## src/rtl/ecg_dsp_pkg.sv

```systemverilog
// Shared types and default widths for the ECG moving-average datapath.
package ecg_dsp_pkg;

  localparam int DATA_WIDTH    = 11;
  localparam int MA_LONG_LOG2  = 5;
  localparam int MA_SHORT_LOG2 = 3;

  typedef enum logic [1:0] {
    FILL_SHORT,
    FILL_LONG,
    RUN
  } ma_state_t;

  typedef logic signed [DATA_WIDTH-1:0] sample_t;

endpackage

```

## src/rtl/ma_ring_buffer.sv

```systemverilog
// Circular sample store shared by both windows. The write pointer marks the
// slot about to be overwritten, which is also the oldest long-window sample.
module ma_ring_buffer #(
  parameter int DATA_WIDTH = ecg_dsp_pkg::DATA_WIDTH,
  parameter int LONG_LOG2  = ecg_dsp_pkg::MA_LONG_LOG2,
  parameter int SHORT_LOG2 = ecg_dsp_pkg::MA_SHORT_LOG2
) (
  input  logic                         clk,
  input  logic                         rst_n,
  input  logic                         clr,
  input  logic                         wr_en,
  input  logic signed [DATA_WIDTH-1:0] wr_data,
  output logic signed [DATA_WIDTH-1:0] tap_long,
  output logic signed [DATA_WIDTH-1:0] tap_short
);

  localparam int DEPTH = 1 << LONG_LOG2;
  localparam int SHORT_LEN_I = 1 << SHORT_LOG2;
  localparam logic [LONG_LOG2-1:0] SHORT_OFF = SHORT_LEN_I[LONG_LOG2-1:0];
  localparam logic [LONG_LOG2-1:0] PTR_ONE   = 1;

  logic signed [DATA_WIDTH-1:0] mem [DEPTH];
  logic [LONG_LOG2-1:0]         wr_ptr;
  logic [LONG_LOG2-1:0]         short_idx;

  // Short tap sits 2^SHORT_LOG2 slots behind the write pointer, wrapping mod depth.
  assign short_idx = wr_ptr - SHORT_OFF;
  assign tap_long  = mem[wr_ptr];
  assign tap_short = mem[short_idx];

  // Write pointer advances once per accepted sample; restart rewinds it.
  always_ff @(posedge clk or negedge rst_n) begin
    if (!rst_n)     wr_ptr <= '0;
    else if (clr)   wr_ptr <= '0;
    else if (wr_en) wr_ptr <= wr_ptr + PTR_ONE;
  end

  // Sample storage is never cleared; the fill logic masks stale entries.
  always_ff @(posedge clk) begin
    if (wr_en) mem[wr_ptr] <= wr_data;
  end

endmodule

```

## src/rtl/dual_moving_avg.sv

```systemverilog
// Short- and long-window moving averages of the ECG stream, emitted together
// with the sample that produced them. Running sums are updated incrementally.
module dual_moving_avg #(
  parameter int DATA_WIDTH = ecg_dsp_pkg::DATA_WIDTH,
  parameter int LONG_LOG2  = ecg_dsp_pkg::MA_LONG_LOG2,
  parameter int SHORT_LOG2 = ecg_dsp_pkg::MA_SHORT_LOG2
) (
  input  logic                         i_clk,
  input  logic                         i_nrst,
  input  logic                         i_ce,
  input  logic                         i_clr,
  input  logic signed [DATA_WIDTH-1:0] i_ecg_sample,
  output logic signed [DATA_WIDTH-1:0] o_ecg_sample,
  output logic signed [DATA_WIDTH-1:0] o_ma_short,
  output logic signed [DATA_WIDTH-1:0] o_ma_long,
  output logic                         o_ma_short_valid,
  output logic                         o_ma_long_valid
);

  import ecg_dsp_pkg::*;

  localparam int SUM_S_W     = DATA_WIDTH + SHORT_LOG2;
  localparam int SUM_L_W     = DATA_WIDTH + LONG_LOG2;
  localparam int SHORT_LEN_I = 1 << SHORT_LOG2;
  localparam int LONG_LEN_I  = 1 << LONG_LOG2;
  localparam int SHORT_END_I = SHORT_LEN_I - 1;
  localparam int LONG_END_I  = LONG_LEN_I - 1;
  localparam logic [LONG_LOG2:0] SHORT_LAST = SHORT_END_I[LONG_LOG2:0];
  localparam logic [LONG_LOG2:0] LONG_LAST  = LONG_END_I[LONG_LOG2:0];
  localparam logic [LONG_LOG2:0] LONG_LEN   = LONG_LEN_I[LONG_LOG2:0];
  localparam logic [LONG_LOG2:0] FILL_ONE   = 1;

  // Floor mean of the short window (arithmetic shift rounds toward -inf).
  function automatic logic signed [DATA_WIDTH-1:0] mean_short(
    input logic signed [SUM_S_W-1:0] s
  );
    logic signed [SUM_S_W-1:0] q;
    q = s >>> SHORT_LOG2;
    return q[DATA_WIDTH-1:0];
  endfunction

  // Floor mean of the long window.
  function automatic logic signed [DATA_WIDTH-1:0] mean_long(
    input logic signed [SUM_L_W-1:0] s
  );
    logic signed [SUM_L_W-1:0] q;
    q = s >>> LONG_LOG2;
    return q[DATA_WIDTH-1:0];
  endfunction

  ma_state_t                    state, state_nxt;
  logic [LONG_LOG2:0]           fill;
  logic signed [SUM_S_W-1:0]    sum_short, sum_short_nxt;
  logic signed [SUM_L_W-1:0]    sum_long, sum_long_nxt;
  logic signed [DATA_WIDTH-1:0] tap_short, tap_long;
  logic signed [DATA_WIDTH-1:0] old_short, old_long;
  logic                         accept, short_full_nxt, long_full_nxt;

  logic signed [DATA_WIDTH-1:0] ecg_p1, ma_short_p1, ma_long_p1;
  logic                         vld_short_p1, vld_long_p1;

  assign accept = i_ce & ~i_clr;

  ma_ring_buffer #(
    .DATA_WIDTH (DATA_WIDTH),
    .LONG_LOG2  (LONG_LOG2),
    .SHORT_LOG2 (SHORT_LOG2)
  ) u_ring (
    .clk       (i_clk),
    .rst_n     (i_nrst),
    .clr       (i_clr),
    .wr_en     (accept),
    .wr_data   (i_ecg_sample),
    .tap_long  (tap_long),
    .tap_short (tap_short)
  );

  // Next fill state and next running sums; oldest taps count only once a window is full.
  always_comb begin
    state_nxt     = state;
    old_short     = '0;
    old_long      = '0;
    sum_short_nxt = sum_short;
    sum_long_nxt  = sum_long;
    if (state != FILL_SHORT) old_short = tap_short;
    if (state == RUN)        old_long  = tap_long;
    if (i_clr) begin
      state_nxt = FILL_SHORT;
    end else if (i_ce) begin
      sum_short_nxt = sum_short + SUM_S_W'(i_ecg_sample) - SUM_S_W'(old_short);
      sum_long_nxt  = sum_long  + SUM_L_W'(i_ecg_sample) - SUM_L_W'(old_long);
      case (state)
        FILL_SHORT: if (fill == SHORT_LAST) state_nxt = FILL_LONG;
        FILL_LONG:  if (fill == LONG_LAST)  state_nxt = RUN;
        default:    state_nxt = RUN;
      endcase
    end
  end

  assign short_full_nxt = accept && (state_nxt != FILL_SHORT);
  assign long_full_nxt  = accept && (state_nxt == RUN);

  // Fill state register.
  always_ff @(posedge i_clk or negedge i_nrst) begin
    if (!i_nrst) state <= FILL_SHORT;
    else         state <= state_nxt;
  end

  // Running sums, fill counter and the output stage, all updated on accepted samples.
  always_ff @(posedge i_clk or negedge i_nrst) begin
    if (!i_nrst) begin
      sum_short    <= '0;
      sum_long     <= '0;
      fill         <= '0;
      ecg_p1       <= '0;
      ma_short_p1  <= '0;
      ma_long_p1   <= '0;
      vld_short_p1 <= 1'b0;
      vld_long_p1  <= 1'b0;
    end else if (i_clr) begin
      sum_short    <= '0;
      sum_long     <= '0;
      fill         <= '0;
      ma_short_p1  <= '0;
      ma_long_p1   <= '0;
      vld_short_p1 <= 1'b0;
      vld_long_p1  <= 1'b0;
    end else if (i_ce) begin
      sum_short    <= sum_short_nxt;
      sum_long     <= sum_long_nxt;
      if (fill != LONG_LEN) fill <= fill + FILL_ONE;
      ecg_p1       <= i_ecg_sample;
      ma_short_p1  <= short_full_nxt ? mean_short(sum_short_nxt) : '0;
      ma_long_p1   <= long_full_nxt  ? mean_long(sum_long_nxt)   : '0;
      vld_short_p1 <= short_full_nxt;
      vld_long_p1  <= long_full_nxt;
    end else begin
      vld_short_p1 <= 1'b0;
      vld_long_p1  <= 1'b0;
    end
  end

  assign o_ecg_sample     = ecg_p1;
  assign o_ma_short       = ma_short_p1;
  assign o_ma_long        = ma_long_p1;
  assign o_ma_short_valid = vld_short_p1;
  assign o_ma_long_valid  = vld_long_p1;

endmodule

```

## config.mk

```make
export PLATFORM = sky130hd
export DESIGN_NAME = dual_moving_avg
export DESIGN_NICKNAME = d
export VERILOG_FILES = /design/src/rtl/ecg_dsp_pkg.sv /design/src/rtl/ma_ring_buffer.sv /design/src/rtl/dual_moving_avg.sv
export SDC_FILE = /design/constraint.sdc
export NUM_CORES = 1
export LEC_CHECK = 0
export BUFFER_PORTS_ARGS = -buffer_cell sky130_fd_sc_hd__buf_2
export CAP_MARGIN = 30
export CORE_ASPECT_RATIO = 0.9
export CORE_MARGIN = 2
export CORE_UTILIZATION = 50
export DETAILED_ROUTE_END_ITERATION = 8
export PLACE_DENSITY_LB_ADDON = 0.12
export SYNTH_ARGS = -nofsm -noshare
export SYNTH_HDL_FRONTEND = slang
export SYNTH_SLANG_ARGS = --single-unit
```

## constraint.sdc

```tcl
create_clock -name i_clk -period 5.6 [get_ports i_clk]
set_clock_uncertainty 0.1 [all_clocks]
set_input_delay 0 -clock i_clk [delete_from_list [all_inputs] [get_ports i_clk]]
set_output_delay 0 -clock i_clk [all_outputs]
set_load 0.05 [all_outputs]
```

==> impl_metrics.tcl, run 1 <==
set metrics [dict create \
    final_cells 1940 \
    num-nets-final 1465 \
    cp.arrival_ns 5.28 \
    finalPower_mw 8.673 \
    wl_mm 46.36 \
    cts-root-to-sink-buffers 3 \
    final_layout_size_suffix_gt1_share_pct 22.19 \
    syn_avg_cell_area_um2 15.47 \
    final_util_pct 58.42 \
    rsz0062_at_grt "no" \
    yosys_warnings 0 \
    core_um2 38630 \
    timing.fmax_ghz 0.2029 \
    synth.ff_latch_count 430 \
    ir_drop_mv 0.3166 \
    multi_input_area_um2 6391 \
    syn_nets 1359 \
    rows 68 \
    timing.max_cap.violations 0 \
    fin_ws_ns 0.6706 \
    crit_top_cell "a211oi_1" \
    fin_setup_tns_ns 0 \
    power_density_nw_per_um2 384.3 \
    synth_edf_count 352 \
    synth_cell_types 60 \
    grt_max_degree 56 \
    vias 11084 \
    cp_num_buf_inv 3 \
    cpMaxStageDelayCell "dfrtp_4" \
    whs_ns 0.3687 \
    outcome "finished clean" \
    synth_area_um2 19710 \
    drc 0 \
    place_hpwl_mm 30.71 \
    async_reset_ff_share_pct 18.14 \
    dieHeight_um 192.4 \
    wl_per_cell_um 23.90 \
    slowest_delay_ns 0.68 \
    antenna_found_initial 0 \
    n_fill_cell 3007 \
    placed_area_um2 20810 \
    synth-main-ff-cell "edfxtp_1" \
    dr.pass1.iters 5 \
    die_area_um2 41030 \
    cts.repair.resized 0 \
    leakage_nw 8.182 \
    clk_pin_slew_ns 0.06 \
    worst_slew_pin_slew_ns 0.9747 \
    cp_top_family "compound AO/OA/AOI/OAI gates" \
    path_cells "buf_12 -> buf_4 -> mux4_2 -> mux2_2 -> a21oi_1 -> o22ai_1 -> fa_1 -> inv_1 -> ha_1 -> o211a_1 -> o31ai_1 -> a211oi_1 -> a211oi_1 -> xnor2_1 -> a22o_1" \
    finalHoldViolCount 0 \
    netlist_instances 1274 \
    finalSetupViolations 0 \
    timing.hold.worst.class "in2reg" \
    dp_slack_ns 0.6862 \
    layout_common_cells "edfxtp_1, mux4_2, inv_1" \
    viasPerCell 5.713 \
    synth.area.top_cells "edfxtp_1, mux4_2, dfrtp_1, fa_1, ha_1" \
    cts_sinks 430 \
    cts_tree "done" \
    gp_congestion 0.8575 \
    synth_top_cell_by_area "edfxtp_1" \
    overflow 0 \
    initial_core_util_pct 51.04 \
    ff_latch_area_um2 12530 \
    dieWidth_um 213.3 \
    final_common_cell "edfxtp_1" \
    path_max_fanout 21 \
    syn_to_final_growth_pct 14.46 \
    min_period_ns 4.929 \
    grt_pass1_vias 11137 \
    grt_pass1_wl_mm 70.41 \
    worstSetupPathType "reg2reg" \
    cp-end-kind "register" \
    cp_data_required_time_ns 5.95 \
    clock_latency_ns 0.60 \
    io_pins 50 \
    antennaDiodeCount 0 \
    htreeDepth 2 \
    yosysTopAreaCellShare_pct 53.62 \
    drt_iter0_markers 1021 \
    worstSetupStartpointType "register" \
    cts_inserted_buffers 44 \
    max_slew_margin_pct 35.02 \
    cts_root_buffer "clkbuf_16" \
    synth_seq_area_share_pct 63.52 \
    dp.cells 1843 \
    period_share_pct 88.02 \
    slew_viol_final 0 \
    drtAntennaViolNets 0 \
    port_buffers 49 \
    fin_area_um2 22570 \
    track_usage_pct 23.63 \
]
path summary, 6_finish.rpt:
kind	start	end	slack, ns	cells past startpoint
max	u_ring.wr_ptr[0]	o_ma_long[9]	0.67	15
min	i_ecg_sample[9]	o_ecg_sample[9]	0.37	4
max reg2reg	u_ring.wr_ptr[0]	o_ma_long[9]	0.67	15
min reg2reg	o_ecg_sample[9]	o_ecg_sample[9]	0.37	2
max in group asynchronous	i_nrst	u_ring.wr_ptr[0]	4.30	4
min in group asynchronous	i_nrst	fill[3]	0.40	4
worst min-delay path, stage by stage:
cell and delay, ns:
dlygate4sd3_1 0.51, buf_2 0.11, inv_1 0.17, o21ai_0 0.20
repair_timing:
action                                 4_1_cts  5_1_grt
endpoints found under the hold margin      460        0
hold buffers                                16        0
setup buffers                                0        0
sequential cells by signal (all words and copies together) (netlist names):
| register | count |
|---|---|
| u_ring.mem | 352 |
| o_ma_short_valid | 1 |
| u_ring.wr_ptr | 5 |
| sum_long | 16 |
| fill | 6 |
| o_ma_short | 11 |
| state | 2 |
| sum_short | 14 |
| o_ma_long_valid | 1 |
| o_ecg_sample | 11 |
| o_ma_long | 11 |
logic make-up (layout without fill, tap and decap cells):
| family | count (synthesis) | count (layout) | share of synthesized area (%) |
|---|---|---|---|
| AO/OA/AOI/OAI | 180 | 180 | 5.985 |
| AND/OR/NAND/NOR | 221 | 221 | 4.944 |
| XOR/XNOR | 33 | 33 | 1.466 |
| flip-flops | 430 | 430 | 63.52 |
| multiplexers | 149 | 149 | 14.50 |
| adder cells (fa/ha/maj) | 70 | 70 | 5.509 |
| buffers and inverters | 191 | 332 | 4.075 |
area by class of cell:
class	instances	area share [%]
multi-input combinational	653	28.32
inverter	128	2.129
timing repair buffer	123	4.064
sequential	430	55.53
tap	525	2.911
clock inverter	35	2.035
clock buffer	46	5.007
synthesized netlist by cell type (8+ instances only):
cell type / instances
edfxtp_1: 352
xnor2_1: 23
nand2b_1: 9
clkinv_1: 21
nor3_1: 8
fa_1: 28
o22ai_1: 20
mux2i_1: 28
dfrtp_1: 78
mux4_2: 108
o21ai_0: 31
buf_6: 8
a21oi_1: 42
nor2_1: 94
nand3_1: 10
a22o_1: 19
clkbuf_1: 29
o21ai_1: 11
mux2_2: 12
buf_2: 18
nand2_1: 66
inv_1: 106
a21o_1: 13
ha_1: 42
xor2_1: 10
per-layer routing:
layer  vias up  wire (um)  global-route usage, %  share of wire (%)
li1       4992          -                      -                  -
met1      5745      21600                  35.62                 47
met2       289      21290                  35.84                 46
met3        58       2423                  3.792                5.2
met4         0       1047                  6.944                2.3
met5         -          0                      0                  0
report_power, final:
part	switching, mW	internal [mW]	total [mW]	leakage (nW)
Clock	1.27	1.90	3.16	0.779
Combinational	1.11	0.770	1.88	3.19
Sequential	0.0719	3.56	3.63	4.21
Note: power is estimated with default switching activity, not from simulation.
==> run 2: changes to the inputs <==
--- a/config.mk
+++ b/config.mk
@@ -5,13 +5,14 @@
 export SDC_FILE = /design/constraint.sdc
 export NUM_CORES = 1
 export LEC_CHECK = 0
-export BUFFER_PORTS_ARGS = -buffer_cell sky130_fd_sc_hd__buf_2
 export CAP_MARGIN = 30
 export CORE_ASPECT_RATIO = 0.9
 export CORE_MARGIN = 2
 export CORE_UTILIZATION = 50
 export DETAILED_ROUTE_END_ITERATION = 8
+export DONT_BUFFER_PORTS = 1
 export PLACE_DENSITY_LB_ADDON = 0.12
+export RECOVER_POWER = 25
 export SYNTH_ARGS = -nofsm -noshare
 export SYNTH_HDL_FRONTEND = slang
 export SYNTH_SLANG_ARGS = --single-unit
==> run 2 against run 1 <==
The run now ends with capacitance limit, slew limit left. Clock power shrank 10%. Cell count is 1.7% lower. First-iteration DRC count is 12% lower. Flip-flop and latch count is the same. Non-clock buffer count down 33. Worst setup slack got worse by 0.33 ns. Utilization fell by 0.47 points. Power is 3.5% lower. Critical endpoint is now sum_short[7]. Largest cell class unchanged. Largest power group unchanged. Highest routed layer unchanged.
==> impl_metrics.tcl, run 2 (synthesis results as in run 1) <==
set metrics [dict create \
    final_cells 1907 \
    max_slew_margin_pct -34.05 \
    drtAntennaViolNets 0 \
    grt_max_degree 79 \
    timing.hold.worst.class "in2async" \
    r2r-start "u_ring.wr_ptr[0]" \
    drt_iter0_markers 901 \
    wl_mm 46.35 \
    viasPerCell 5.745 \
    cts_tree "done" \
    worstSetupPathType "reg2reg" \
    cts_root_buffer "clkbuf_16" \
    antenna_found_initial 0 \
    track_usage_pct 23.64 \
    switchingPower_mw 2.431 \
    syn_to_final_growth_pct 13.54 \
    leakage_nw 7.931 \
    fin_setup_tns_ns 0 \
    drc 0 \
    cts_inserted_buffers 45 \
    worstSetupEndpoint "sum_short[7]" \
    slew_viol_final 272 \
    finalHoldViolCount 0 \
    ff_latch_area_um2 12530 \
    reg_top3 "u_ring.mem (352), sum_long (16), sum_short (14)" \
    io_pins 50 \
    clock_latency_ns 0.60 \
    power_density_nw_per_um2 373.7 \
    layout_common_cells "edfxtp_1, mux4_2, inv_1" \
    port_buffers 0 \
    ir_drop_mv 0.2848 \
    finalSetupViolations 0 \
    cts-root-to-sink-buffers 3 \
    n_fill_cell 3055 \
    timing.fmax_ghz 0.1901 \
    rr_worst_depth 17 \
    worst_slew_pin_slew_ns 2.011 \
    cts_sinks 430 \
    switching_share_pct 29.06 \
    outcome "complete, but fails checks" \
    gp_congestion 0.8684 \
    num-nets-final 1433 \
    dieHeight_um 192.4 \
    rows 68 \
    grt_pass1_vias 11056 \
    dp.cells 1787 \
    rsz0062_at_grt "no" \
    largest_reg_flops 352 \
    cp-startpoint "u_ring.wr_ptr[0]" \
    period_share_pct 93.93 \
    clock_power_share_pct 33.8 \
    place_hpwl_mm 30.16 \
    dr.pass1.iters 5 \
    cp-end-kind "register" \
    cp_data_required_time_ns 6.01 \
    timing.max_cap.violations 8 \
    internal-power_mw 5.934 \
    min_period_ns 5.260 \
    share_comb_of_total_power_pct 22.4 \
    dieWidth_um 213.3 \
    power_frac_seq_pct 43.7 \
    htreeDepth 2 \
    final_layout_size_suffix_gt1_share_pct 18.60 \
    clk_pin_slew_ns 0.06 \
    r2r_end "sum_short[7]" \
    overflow 0 \
    top_register "u_ring.mem" \
    path_max_fanout 18 \
    worstSetupStartpointType "register" \
    cp.arrival_ns 5.67 \
    initial_core_util_pct 51.04 \
    die_area_um2 41030 \
    vias 10956 \
    multi_input_area_um2 6391 \
    core_um2 38630 \
    wl_per_cell_um 24.30 \
    violations "capacitance limit, slew limit" \
    r2r_slack_ns 0.34 \
    final_common_cell "edfxtp_1" \
    antennaDiodeCount 0 \
    grt_pass1_wl_mm 70.26 \
]
==> run 2: cell types whose count changed in the layout (fill, tap and decap cells not counted), sizes merged <==
| cell | before | now |
|---|---|---|
| clkinv | 44 | 36 |
| inv | 108 | 109 |
| clkbuf | 46 | 66 |
| dlygate4sd3 | 15 | 19 |
| bufinv | 9 | 2 |
| clkinvlp | 2 | 4 |
| buf | 108 | 63 |
==> run 2: routing by layer <==
layer | up-vias | wire length (um) | global-route usage [%]
met5 | - | 0 | 0
met4 | 0 | 808 | 5.235
met3 | 57 | 2671 | 4.524
met2 | 340 | 22220 | 37.74
met1 | 5635 | 20650 | 34.11
li1 | 4924 | - | -
==> run 2: what timing repair did <==
item,4_1_cts,5_1_grt
gates resized for setup,0,0
hold buffers,34,0
setup endpoints to repair,0,1
setup buffers,0,5
endpoints found under the hold margin,527,0
==> run 2: area by class of cell <==
type                            count  share of cell area [%]
Clock buffer                       58                   5.249
Clock inverter                     23                  0.9783
Inverter                          128                   2.147
Multi-Input combinational cell    653                   28.55
Sequential cell                   430                   55.98
Tap cell                          525                   2.935
Timing Repair Buffer               90                   4.153
==> run 2: how the worst min path moves through the flow <==
stage | endpoint | cells past startpoint | start
after floorplan | fill[0] | 0 | i_nrst
after global placement | fill[1] | 0 | i_nrst
after detailed placement | fill[0] | 0 | i_nrst
after CTS | u_ring.wr_ptr[4] | 3 | i_nrst
after global routing | u_ring.wr_ptr[4] | 3 | i_nrst
final | u_ring.wr_ptr[4] | 3 | i_nrst
==> run 2: per-stage QoR <==
step           setup WS [ns]  power [mW]  hold WS [ns]  instance area (um^2)  utilization, %
4_1_cts              0.09299       8.428       0.03758                 22470           58.17
3_5_place_dp          0.6343       5.470       -0.3942                 20570           53.25
3_3_place_gp          0.6807       5.450       -0.3939                 20290           52.52
2_1_floorplan         0.8993       5.069       -0.3956                 19710               -
5_1_grt               0.1106       8.780       0.04406                 22380           57.95
6_report              0.3401       8.365       0.03098                 22380           57.95
==> run 2: critical path: stages (launching register included) <==
cell	delay, ns
dfrtp_4	0.47
buf_4	0.18
buf_12	0.20
mux4_2	0.57
mux4_2	0.51
clkinv_1	0.07
o22ai_1	0.09
fa_1	0.48
inv_1	0.04
ha_1	0.33
a21o_1	0.17
a21oi_1	0.23
a21oi_1	0.12
nor2_1	0.20
nand3_1	0.10
dlygate4sd3_1	0.56
a31oi_1	0.16
dlygate4sd3_1	0.57
==> run 2: power groups by stage <==
stage | sequential (mW) | combinational (mW) | clock [mW]
global placement | 3.72 | 1.72 | 0
CTS | 3.66 | 1.87 | 2.89
finish | 3.66 | 1.88 | 2.83
global route | 3.66 | 2.09 | 3.02
floorplan | 3.69 | 1.38 | 0
detailed placement | 3.73 | 1.74 | 0
==> run 3: changes to the inputs <==
--- a/config.mk
+++ b/config.mk
@@ -6,11 +6,14 @@
 export NUM_CORES = 1
 export LEC_CHECK = 0
 export CAP_MARGIN = 30
+export CELL_PAD_IN_SITES_DETAIL_PLACEMENT = 0
+export CELL_PAD_IN_SITES_GLOBAL_PLACEMENT = 1
 export CORE_ASPECT_RATIO = 0.9
 export CORE_MARGIN = 2
 export CORE_UTILIZATION = 50
 export DETAILED_ROUTE_END_ITERATION = 8
 export DONT_BUFFER_PORTS = 1
+export HOLD_SLACK_MARGIN = 0.02
 export PLACE_DENSITY_LB_ADDON = 0.12
 export RECOVER_POWER = 25
 export SYNTH_ARGS = -nofsm -noshare
==> run 3 against run 2 <==
The flow still finishes with violations (capacitance limit, slew limit). Utilization is 0.17 points lower. Maximum frequency grew 2.6%. Critical path type unchanged. Register-to-register slack gained 0.13 ns. Worst setup slack better by 0.13 ns. Power about the same. Clock power about the same. Die area did not move. Via count rose by 0.26%.
==> impl_metrics.tcl, run 3 (synthesis results as in run 1) <==
set metrics [dict create \
    power_density_nw_per_um2 374.8 \
    timing.fmax_ghz 0.1950 \
    dp.cells 1785 \
    dr.pass1.iters 4 \
    rsz0062_at_grt "no" \
    postCtsHoldBufs 35 \
    dieHeight_um 192.4 \
    internal-power_mw 5.931 \
    timing.hold.worst.class "in2reg" \
    fin_setup_tns_ns 0 \
    cts_tree "done" \
    syn_to_final_growth_pct 13.21 \
    power_frac_seq_pct 43.9 \
    num-nets-final 1427 \
    port_buffers 0 \
    cp.arrival_ns 5.56 \
    min_period_ns 5.128 \
    r2r_slack_ns 0.47 \
    io_pins 50 \
    cts_sinks 430 \
    wl_per_cell_um 25.29 \
    rows 68 \
    dieWidth_um 213.3 \
    cp_data_required_time_ns 6.03 \
    finalHoldViolCount 0 \
    worst_slew_pin_slew_ns 1.850 \
    final_common_cell "edfxtp_1" \
    track_usage_pct 24.50 \
    worstSetupPathType "reg2reg" \
    place_hpwl_mm 31.32 \
    cp-end-kind "register" \
    slew_viol_final 342 \
    initial_core_util_pct 51.04 \
    drtAntennaViolNets 0 \
    rr_worst_depth 14 \
    clock_power_share_pct 33.8 \
    drc 0 \
    final_util_pct 57.78 \
    antenna_found_initial 0 \
    n_fill_cell 3099 \
    largest_reg_flops 352 \
    wl_mm 48.12 \
    worstSetupStartpointType "register" \
    overflow 0 \
    vias 10985 \
    worstSetupEndpoint "sum_short[7]" \
    period_share_pct 91.57 \
    cts_root_buffer "clkbuf_16" \
    viasPerCell 5.772 \
    clock_latency_ns 0.59 \
    cts-root-to-sink-buffers 3 \
    fin_area_um2 22320 \
    cp-startpoint "u_ring.wr_ptr[0]" \
    cts_inserted_buffers 45 \
    switching_share_pct 29.10 \
    top_register "u_ring.mem" \
    gp_congestion 0.8138 \
    grt_pass1_wl_mm 72.15 \
    layout_common_cells "edfxtp_1, mux4_2, inv_1" \
    share_comb_of_total_power_pct 22.3 \
    path_max_fanout 22 \
    timing.max_cap.violations 10 \
    grt_pass1_vias 10967 \
    switchingPower_mw 2.435 \
    outcome "complete, but fails checks" \
    final_cells 1903 \
    r2r_end "sum_short[7]" \
    r2r-start "u_ring.wr_ptr[0]" \
    leakage_nw 7.894 \
    placed_area_um2 20550 \
    cts.repair.resized 0 \
    htreeDepth 2 \
    reg_top3 "u_ring.mem (352), sum_long (16), sum_short (14)" \
    max_slew_margin_pct -23.35 \
    clk_pin_slew_ns 0.06 \
    finalPower_mw 8.365 \
    violations "capacitance limit, slew limit" \
    cts_setup_buffers 0 \
    drt_iter0_markers 949 \
    ir_drop_mv 0.3122 \
    grt_max_degree 79 \
    final_layout_size_suffix_gt1_share_pct 18.23 \
    die_area_um2 41030 \
    core_um2 38630 \
    finalSetupViolations 0 \
]
-- run 3: worst min-delay path by stage --
stage | from | to | slack, ns | cells past startpoint
floorplan | i_nrst | fill[0] | -0.40 | 0
global placement | i_nrst | fill[0] | -0.39 | 0
detailed placement | i_nrst | fill[2] | -0.39 | 0
CTS | i_ce | o_ecg_sample[0] | 0.12 | 3
global route | i_ce | o_ecg_sample[3] | 0.24 | 3
finish | i_ce | o_ecg_sample[0] | 0.17 | 3
-- run 3: layer usage --
metal  vias to the layer above  wire (um)  track usage [%]
met2                       290      21300            35.43
met1                      5698      23280            38.47
li1                       4931          -                -
met4                         0       1203            7.399
met3                        66       2342            3.710
met5                         -          0                0
-- run 3: worst max-delay path, stage by stage, from the launching register on --
cell           delay [ns]
dfrtp_4              0.71
buf_4                0.37
mux4_2               0.54
mux2_2               0.33
o21ai_1              0.22
o22ai_1              0.18
fa_1                 0.50
inv_1                0.04
ha_1                 0.35
nand4_1              0.22
a21oi_1              0.25
nor2_1               0.10
or3b_2               0.45
a31oi_1              0.14
dlygate4sd3_1        0.56
-- run 3: metrics by stage --
step                setup slack (ns)  hold WS [ns]
floorplan                     0.8993       -0.3956
global placement              0.7405       -0.3938
detailed placement            0.7178       -0.3938
CTS                           0.4135        0.1180
global route                  0.1133        0.2402
finish                        0.4721        0.1655
-- run 3: final cells by class --
class                   count  area [um^2]  area share (%)
diodes                      1        2.502         0.01121
clock buffers              61         1267           5.679
clock inverters            21        141.4          0.6335
inverters                 128        480.5           2.153
multi-input cells         653         6391           28.64
flip-flops and latches    430        12530           56.15
well taps                 525        656.9           2.943
repair buffers             84        847.1           3.795
-- run 3: power groups by stage --
stage                     Combinational [mW]  Sequential (mW)  Clock [mW]
after floorplan                         1.38             3.69           0
after global placement                  1.74             3.73           0
after detailed placement                1.75             3.73           0
after CTS                               1.88             3.66        2.89
after global routing                    2.08             3.68        3.02
final                                   1.87             3.67        2.83
